==> src/rtl/pulse_pkg.sv <==
// Shared types and constants for the pulse parameter scheduler.
package pulse_pkg;

    localparam int PER_W         = 8;
    localparam int CP_W          = 8;
    localparam int WID_W_DEF     = 16;
    localparam int PER_SHIFT_DEF = 8;

    typedef enum logic {
        IDLE = 1'b0,
        RUN  = 1'b1
    } state_t;

    // Averaging and step counts of zero behave as one.
    function automatic logic [7:0] at_least_one(input logic [7:0] v);
        return (v == 8'd0) ? 8'd1 : v;
    endfunction

endpackage

==> src/rtl/pulse_param_sched_if.sv <==
// Parameter bus between pulse_control (master) and the scheduler (slave).
interface pulse_param_sched_if #(
    parameter int WID_W = 16
);
    logic                      rxd;
    logic [pulse_pkg::PER_W-1:0] per;
    logic [WID_W-1:0]          p1wid;
    logic [WID_W-1:0]          del;
    logic [WID_W-1:0]          p2wid;
    logic [pulse_pkg::CP_W-1:0]  cp;
    logic                      nut;
    logic [WID_W-1:0]          nut_step;
    logic [7:0]                nut_avg;
    logic [7:0]                nut_n;

    logic [WID_W-1:0]          act_p1wid;
    logic [WID_W-1:0]          act_del;
    logic [WID_W-1:0]          act_p2wid;
    logic [pulse_pkg::CP_W-1:0]  act_cp;
    logic                      cyc_start;
    logic [7:0]                step_idx;
    logic                      pend;
    logic                      sat;

    modport master (
        output rxd, per, p1wid, del, p2wid, cp, nut, nut_step, nut_avg, nut_n,
        input  act_p1wid, act_del, act_p2wid, act_cp, cyc_start, step_idx, pend, sat
    );

    modport slave (
        input  rxd, per, p1wid, del, p2wid, cp, nut, nut_step, nut_avg, nut_n,
        output act_p1wid, act_del, act_p2wid, act_cp, cyc_start, step_idx, pend, sat
    );
endinterface

==> src/rtl/period_timer.sv <==
// Period counter: restarts on load, flags the last clock of a period and
// registers cyc_start for the first clock of each new period.
module period_timer #(
    parameter int CNT_W = 10
) (
    input  logic             clk_pll,
    input  logic             reset,
    input  logic             load_i,
    input  logic             run_i,
    input  logic [CNT_W-1:0] len_i,
    output logic             wrap_o,
    output logic             cyc_start_o
);
    logic [CNT_W-1:0] pcnt_q, pcnt_d;
    logic             cyc_q;

    assign wrap_o      = run_i && (pcnt_q == len_i - CNT_W'(1));
    assign cyc_start_o = cyc_q;

    always_comb begin
        pcnt_d = pcnt_q + CNT_W'(1);
        if (load_i || !run_i || wrap_o) pcnt_d = '0;
    end

    always_ff @(posedge clk_pll or posedge reset) begin
        if (reset) begin
            pcnt_q <= '0;
            cyc_q  <= 1'b0;
        end else begin
            pcnt_q <= pcnt_d;
            cyc_q  <= load_i;
        end
    end
endmodule

==> src/rtl/pulse_param_sched.sv <==
// Stages parameter sets from rxd, commits them only at period boundaries,
// drives the period timebase and steps pulse-1 width for nutation sweeps.
module pulse_param_sched
    import pulse_pkg::*;
#(
    parameter int PER_SHIFT = PER_SHIFT_DEF,
    parameter int WID_W     = WID_W_DEF
) (
    input  logic               clk_pll,
    input  logic               reset,
    pulse_param_sched_if.slave bus
);
    localparam int CNT_W = PER_W + PER_SHIFT;

    state_t            state_q, state_d;
    logic              pend_q;
    logic              commit, load, wrap;
    logic [CNT_W-1:0]  len;

    logic [PER_W-1:0]  stg_per_q, act_per_q;
    logic [WID_W-1:0]  stg_p1_q, stg_del_q, stg_p2_q, stg_step_q;
    logic [CP_W-1:0]   stg_cp_q, act_cp_q;
    logic              stg_nut_q, act_nut_q;
    logic [7:0]        stg_avg_q, stg_n_q, act_avg_q, act_n_q;
    logic [WID_W-1:0]  act_base_q, act_del_q, act_p2_q, act_step_q;

    logic [WID_W-1:0]  acc_q, acc_d;
    logic              sat_q, sat_d;
    logic [7:0]        idx_q, idx_d, avg_q, avg_d;
    logic [WID_W:0]    sum;

    assign len = CNT_W'(act_per_q) << PER_SHIFT;

    period_timer #(.CNT_W(CNT_W)) u_timer (
        .clk_pll     (clk_pll),
        .reset       (reset),
        .load_i      (load),
        .run_i       (state_q == RUN),
        .len_i       (len),
        .wrap_o      (wrap),
        .cyc_start_o (bus.cyc_start)
    );

    // A staged per of zero is still committed but leaves the timebase stopped.
    always_comb begin
        state_d = state_q;
        commit  = 1'b0;
        load    = 1'b0;
        case (state_q)
            IDLE: if (pend_q) begin
                commit = 1'b1;
                if (stg_per_q != '0) begin
                    load    = 1'b1;
                    state_d = RUN;
                end
            end
            RUN: if (wrap) begin
                commit = pend_q;
                if (pend_q && stg_per_q == '0) state_d = IDLE;
                else                           load    = 1'b1;
            end
            default: ;
        endcase
    end

    always_comb begin
        acc_d = acc_q;
        sat_d = sat_q;
        idx_d = idx_q;
        avg_d = avg_q;
        sum   = {1'b0, acc_q} + {1'b0, act_step_q};
        if (commit) begin
            acc_d = stg_p1_q;
            sat_d = 1'b0;
            idx_d = '0;
            avg_d = '0;
        end else if (wrap && act_nut_q) begin
            avg_d = avg_q + 8'd1;
            if (avg_q == at_least_one(act_avg_q) - 8'd1) begin
                avg_d = '0;
                if (idx_q == at_least_one(act_n_q) - 8'd1) begin
                    idx_d = '0;
                    acc_d = act_base_q;
                    sat_d = 1'b0;
                end else begin
                    idx_d = idx_q + 8'd1;
                    acc_d = sum[WID_W] ? '1 : sum[WID_W-1:0];
                    sat_d = sum[WID_W];
                end
            end
        end
    end

    always_ff @(posedge clk_pll or posedge reset) begin
        if (reset) begin
            state_q    <= IDLE;
            pend_q     <= 1'b0;
            stg_per_q  <= '0;
            stg_p1_q   <= '0;
            stg_del_q  <= '0;
            stg_p2_q   <= '0;
            stg_cp_q   <= '0;
            stg_nut_q  <= 1'b0;
            stg_step_q <= '0;
            stg_avg_q  <= '0;
            stg_n_q    <= '0;
            act_per_q  <= '0;
            act_base_q <= '0;
            act_del_q  <= '0;
            act_p2_q   <= '0;
            act_cp_q   <= '0;
            act_nut_q  <= 1'b0;
            act_step_q <= '0;
            act_avg_q  <= '0;
            act_n_q    <= '0;
            acc_q      <= '0;
            sat_q      <= 1'b0;
            idx_q      <= '0;
            avg_q      <= '0;
        end else begin
            state_q <= state_d;
            // A strobe on the commit edge re-arms pend with the newer set.
            pend_q  <= bus.rxd | (pend_q & ~commit);
            if (bus.rxd) begin
                stg_per_q  <= bus.per;
                stg_p1_q   <= bus.p1wid;
                stg_del_q  <= bus.del;
                stg_p2_q   <= bus.p2wid;
                stg_cp_q   <= bus.cp;
                stg_nut_q  <= bus.nut;
                stg_step_q <= bus.nut_step;
                stg_avg_q  <= bus.nut_avg;
                stg_n_q    <= bus.nut_n;
            end
            if (commit) begin
                act_per_q  <= stg_per_q;
                act_base_q <= stg_p1_q;
                act_del_q  <= stg_del_q;
                act_p2_q   <= stg_p2_q;
                act_cp_q   <= stg_cp_q;
                act_nut_q  <= stg_nut_q;
                act_step_q <= stg_step_q;
                act_avg_q  <= stg_avg_q;
                act_n_q    <= stg_n_q;
            end
            acc_q <= acc_d;
            sat_q <= sat_d;
            idx_q <= idx_d;
            avg_q <= avg_d;
        end
    end

    assign bus.act_p1wid = acc_q;
    assign bus.act_del   = act_del_q;
    assign bus.act_p2wid = act_p2_q;
    assign bus.act_cp    = act_cp_q;
    assign bus.step_idx  = idx_q;
    assign bus.pend      = pend_q;
    assign bus.sat       = sat_q;
endmodule

==> src/flat_wrapper.sv <==
// flat-port wrapper written by rule: the top's interface ports become plain ports
module pulse_param_sched_flat import pulse_pkg::*;
#(
    parameter int PER_SHIFT = PER_SHIFT_DEF,
    parameter int WID_W     = WID_W_DEF
)
  (clk_pll, reset, bus_rxd, bus_per, bus_p1wid, bus_del, bus_p2wid, bus_cp, bus_nut, bus_nut_step, bus_nut_avg, bus_nut_n, bus_act_p1wid, bus_act_del, bus_act_p2wid, bus_act_cp, bus_cyc_start, bus_step_idx, bus_pend, bus_sat);
  pulse_param_sched_if #(.WID_W(WID_W)) bus_i ();
  input  logic clk_pll;
  input  logic reset;
  input wire logic [$bits(bus_i.rxd)-1:0] bus_rxd;
  input wire logic [$bits(bus_i.per)-1:0] bus_per;
  input wire logic [$bits(bus_i.p1wid)-1:0] bus_p1wid;
  input wire logic [$bits(bus_i.del)-1:0] bus_del;
  input wire logic [$bits(bus_i.p2wid)-1:0] bus_p2wid;
  input wire logic [$bits(bus_i.cp)-1:0] bus_cp;
  input wire logic [$bits(bus_i.nut)-1:0] bus_nut;
  input wire logic [$bits(bus_i.nut_step)-1:0] bus_nut_step;
  input wire logic [$bits(bus_i.nut_avg)-1:0] bus_nut_avg;
  input wire logic [$bits(bus_i.nut_n)-1:0] bus_nut_n;
  output wire logic [$bits(bus_i.act_p1wid)-1:0] bus_act_p1wid;
  output wire logic [$bits(bus_i.act_del)-1:0] bus_act_del;
  output wire logic [$bits(bus_i.act_p2wid)-1:0] bus_act_p2wid;
  output wire logic [$bits(bus_i.act_cp)-1:0] bus_act_cp;
  output wire logic [$bits(bus_i.cyc_start)-1:0] bus_cyc_start;
  output wire logic [$bits(bus_i.step_idx)-1:0] bus_step_idx;
  output wire logic [$bits(bus_i.pend)-1:0] bus_pend;
  output wire logic [$bits(bus_i.sat)-1:0] bus_sat;
  assign bus_i.rxd = bus_rxd;
  assign bus_i.per = bus_per;
  assign bus_i.p1wid = bus_p1wid;
  assign bus_i.del = bus_del;
  assign bus_i.p2wid = bus_p2wid;
  assign bus_i.cp = bus_cp;
  assign bus_i.nut = bus_nut;
  assign bus_i.nut_step = bus_nut_step;
  assign bus_i.nut_avg = bus_nut_avg;
  assign bus_i.nut_n = bus_nut_n;
  assign bus_act_p1wid = bus_i.act_p1wid;
  assign bus_act_del = bus_i.act_del;
  assign bus_act_p2wid = bus_i.act_p2wid;
  assign bus_act_cp = bus_i.act_cp;
  assign bus_cyc_start = bus_i.cyc_start;
  assign bus_step_idx = bus_i.step_idx;
  assign bus_pend = bus_i.pend;
  assign bus_sat = bus_i.sat;
  pulse_param_sched #(.PER_SHIFT(PER_SHIFT), .WID_W(WID_W)) u_core (.clk_pll(clk_pll), .reset(reset), .bus(bus_i));
endmodule
==> config.mk <==
export PLATFORM = sky130hd
export DESIGN_NAME = pulse_param_sched_flat
export DESIGN_NICKNAME = d
export VERILOG_FILES = /design/src/rtl/pulse_pkg.sv /design/src/rtl/pulse_param_sched_if.sv /design/src/rtl/period_timer.sv /design/src/rtl/pulse_param_sched.sv /design/src/flat_wrapper.sv
export SDC_FILE = /design/constraint.sdc
export NUM_CORES = 1
export LEC_CHECK = 0
export ABC_AREA = 1
export BUFFER_PORTS_ARGS = -buffer_cell sky130_fd_sc_hd__buf_2
export CAP_MARGIN = 10
export CORE_MARGIN = 1
export CORE_UTILIZATION = 60
export CTS_BUF_LIST = sky130_fd_sc_hd__clkbuf_8
export DETAILED_ROUTE_END_ITERATION = 7
export HOLD_SLACK_MARGIN = 0.03
export PLACE_DENSITY = 0.87
export SLEW_MARGIN = 25
export SYNTH_ARGS = -nofsm -noshare
export SYNTH_HDL_FRONTEND = slang
export SYNTH_HIERARCHICAL = 1
export SYNTH_SLANG_ARGS = --single-unit
==> constraint.sdc <==
create_clock -name clk_pll -period 13.2 [get_ports clk_pll]
set_input_delay 1.32 -clock clk_pll [delete_from_list [all_inputs] [get_ports clk_pll]]
set_output_delay 1.32 -clock clk_pll [all_outputs]
set_load 0.05 [all_outputs]
==> run metrics <==
initial antenna violation count 2; warnings from Yosys 6; R2R setup slack 9.54 ns; latest clock arrival within the worst-skew pair 0.56 ns; Power Total 1.62 mW; Detailed Routing Iterations Pass 1 5; number of global-route vias before repair 10,100; vias per std cell 5.23; num rows 51; Hold Fails Final Rpt 0; Layout Nets 1,865; GR Util met3 7.36%; I/O Buffers about 170; max_cap viols 0; min Tclk post-route 3.66 ns; Post-synth top flop dfrtp_1; CP Launch Type flop; cts repair resizes 0; num ports 167; largest net degree at the start of global routing ~130; clock sink count 246; Iter 0 DRT Violations 885; Clock transition at path regs 0.06 ns; root buffer cell clkbuf_8; cts hold-fix bufs 0; die width 145 um; antenna-violating nets left 0; Synth Instances 1,550; skew final 0.0372 ns; layout cells sized above 1 15.9%; PwrDens 113 nW/um^2; CTS tree yes; die area roughly 21,000 um^2; Vias 10,700; r2r worst-path depth 21; met1 Track Usage GR 39.1%; RSZ-0062 raised after global routing no; max frequency 273 MHz; postcts setup bufs 0; area grow syn2layout 16.5%; first-pass GRT wire length 48,500 um; CP Capture Type flop; Data required, critical path ~14 ns; most numerous cell in the Yosys netlist nand2_1; # fillers 1,501; Most Used Layer, Global Route met2; register bit count reported by yosys roughly 250; worst vdd ir just under 0.1 mV; DRC 0; setup TNS 0 ns; RR Startpoint u_core/act_per_q[0]$_DFFE_PP0P_; Synth cell types 42; dpl hpwl 20,200 um; Synth top cells by count nand2_1, dfrtp_1, o21ai_0; crit path kind reg2reg; Core Area 19,700 um^2; top cell type's share of synthesized area between 50% and 60%; CTS Buffer Depth 3; DRT Wirelength 29,300 um; register area share after synthesis roughly half; Post-Synthesis Cell Area approximately 12,000 um^2; Hold Crit Class reg2reg; Placer Congestion 0.927; Placed Cells roughly 2,000; worst hold start u_core/act_base_q[15]$_DFFE_PP0P_; mean routed wirelength per cell between 10 and 15 um; period utilization 27.7%; met2 usage ~44%; GR Util All Layers roughly 28%; CTS buffer count 42; worst path arrival time around 4.2 ns; Avg Cell Area, Syn 7.91 um^2; Async SR Flop Fraction 100%; slew margin rel. 38.0%; synth top area cells dfrtp_1, nand2_1, o21ai_0; Die Ht approximately 140 um; Post-synth EDFFs 0; hold path depth 2; Critical path origin u_core/act_per_q[0]$_DFFE_PP0P_; status finished, final reports clean; Pleak 7.82 nW; H-Tree Depth 2; final-report setup violation count 0; Worst-Margin Slew about 0.93 ns; area leader, netlist dfrtp_1; Hold Path End u_core/act_base_q[15]$_DFFE_PP0P_; starting density of the core approximately 62%; R2R Path End u_core/bus.act_p1wid[15]$_DFFE_PP0P_; Slew Viols, Final 0; grt total ovfl 0; worst-path maximum fanout approximately 130; Non-Filler Instances between 2,000 and 2,500
-- cells by family (layout without fill, tap and decap cells) --
| group | Yosys count | in the layout | synth area share (%) |
|---|---|---|---|
| and+or+nand+nor | 795 | 795 | 27.4 |
| xor gates and xnor gates | 49 | 49 | 3.50 |
| AOI/OAI and AO/OA | 210 | 210 | 9.04 |
| DFF | 246 | 246 | 50.2 |
| other | 1 | 32 | 0.0306 |
| adders and majority gates | 23 | 23 | 2.41 |
| buffers and inverters | 226 | 418 | 7.37 |
-- per-stage QoR --
| step | utilization, % | hold WS [ns] | instance area, um^2 | worst slack, ns |
|---|---|---|---|---|
| global placement | 67.6 | 0.451 | 13300 | 9.45 |
| finish | 72.5 | 0.472 | 14300 | 9.54 |
| global route | 72.4 | 0.491 | 14300 | 9.20 |
| detailed placement | 67.6 | 0.457 | 13300 | 9.30 |
| CTS | 72.3 | 0.473 | 14300 | 9.29 |
| floorplan | - | 0.436 | 12400 | 5.60 |
-- where the power goes --
| group | internal (mW) | switching, mW |
|---|---|---|
| Sequential | 0.781 | 0.00988 |
| Combinational | 0.0266 | 0.0548 |
| Clock | 0.432 | 0.311 |
| Total | 1.24 | 0.376 |
-- registers in the layout, summed over array words and instances, names as in the netlist, 16 cells and up --
register	count
u_core/u_timer/pcnt_q	16
u_core/stg_del_q	16
u_core/bus.act_p2wid	16
u_core/bus.act_del	16
u_core/stg_p2_q	16
u_core/stg_step_q	16
u_core/act_base_q	16
u_core/act_step_q	16
u_core/bus.act_p1wid	16
u_core/stg_p1_q	16
-- how the worst max path moves through the flow --
stage	end	slack (ns)	depth (start not counted)
floorplan	u_core/act_avg_q[0]$_DFFE_PP0P_	5.60	1
global placement	u_core/bus.act_p1wid[15]$_DFFE_PP0P_	9.45	21
detailed placement	u_core/bus.act_p1wid[15]$_DFFE_PP0P_	9.30	21
CTS	u_core/bus.act_p1wid[15]$_DFFE_PP0P_	9.29	21
global route	u_core/bus.act_p1wid[15]$_DFFE_PP0P_	9.20	21
finish	u_core/bus.act_p1wid[15]$_DFFE_PP0P_	9.54	21
-- layout by cell type, fill, tap and decap left out, types with 23 or more instances in the layout --
cell type / synthesis / layout
buf_2: 1 / 165
conb_1: 1 / 31
nand2_1: 557 / 557
inv_1: 166 / 174
nor2_1: 77 / 77
clkbuf_8: 0 / 55
o21ai_0: 172 / 172
nand3_1: 78 / 78
dfrtp_1: 246 / 246
xor2_1: 34 / 34
nand4_1: 23 / 23
-- layer usage --
metal	vias up	share of wire, %
li1	5247	-
met4	2	1.8
met3	49	9.3
met1	4957	44
met5	-	0.034
met2	413	45
-- cell type report --
| type | count | area (um^2) | area share (%) |
|---|---|---|---|
| flip-flops and latches | 246 | 6160 | 43.1 |
| clock buffers | 55 | 757 | 5.30 |
| repair buffers | 172 | 902 | 6.31 |
| clock inverters | 19 | 168 | 1.17 |
| diodes | 1 | 2.50 | 0.0175 |
| well taps | 265 | 332 | 2.32 |
| multi-input cells | 1108 | 5310 | 37.2 |
| inverters | 172 | 656 | 4.59 |
-- critical path: stages (launching register included) --
cell and delay [ns]:
dfrtp_1 0.43, nor2_1 0.24, nand2_1 0.11, nor2_1 0.15, nand2_1 0.06, nand2_1 0.06, nand2_1 0.05, nand2_1 0.06
nor3_2 0.05, nand3_2 0.08, inv_1 0.08, nand2_1 0.08, nand2_1 0.05, buf_4 0.28, inv_4 0.43, buf_6 0.72
nand2_1 0.28, nand2_1 0.13, nand2_1 0.06, nand2_1 0.06, nand2_1 0.05, nand2_1 0.08
(Power assumes the default switching activity.)
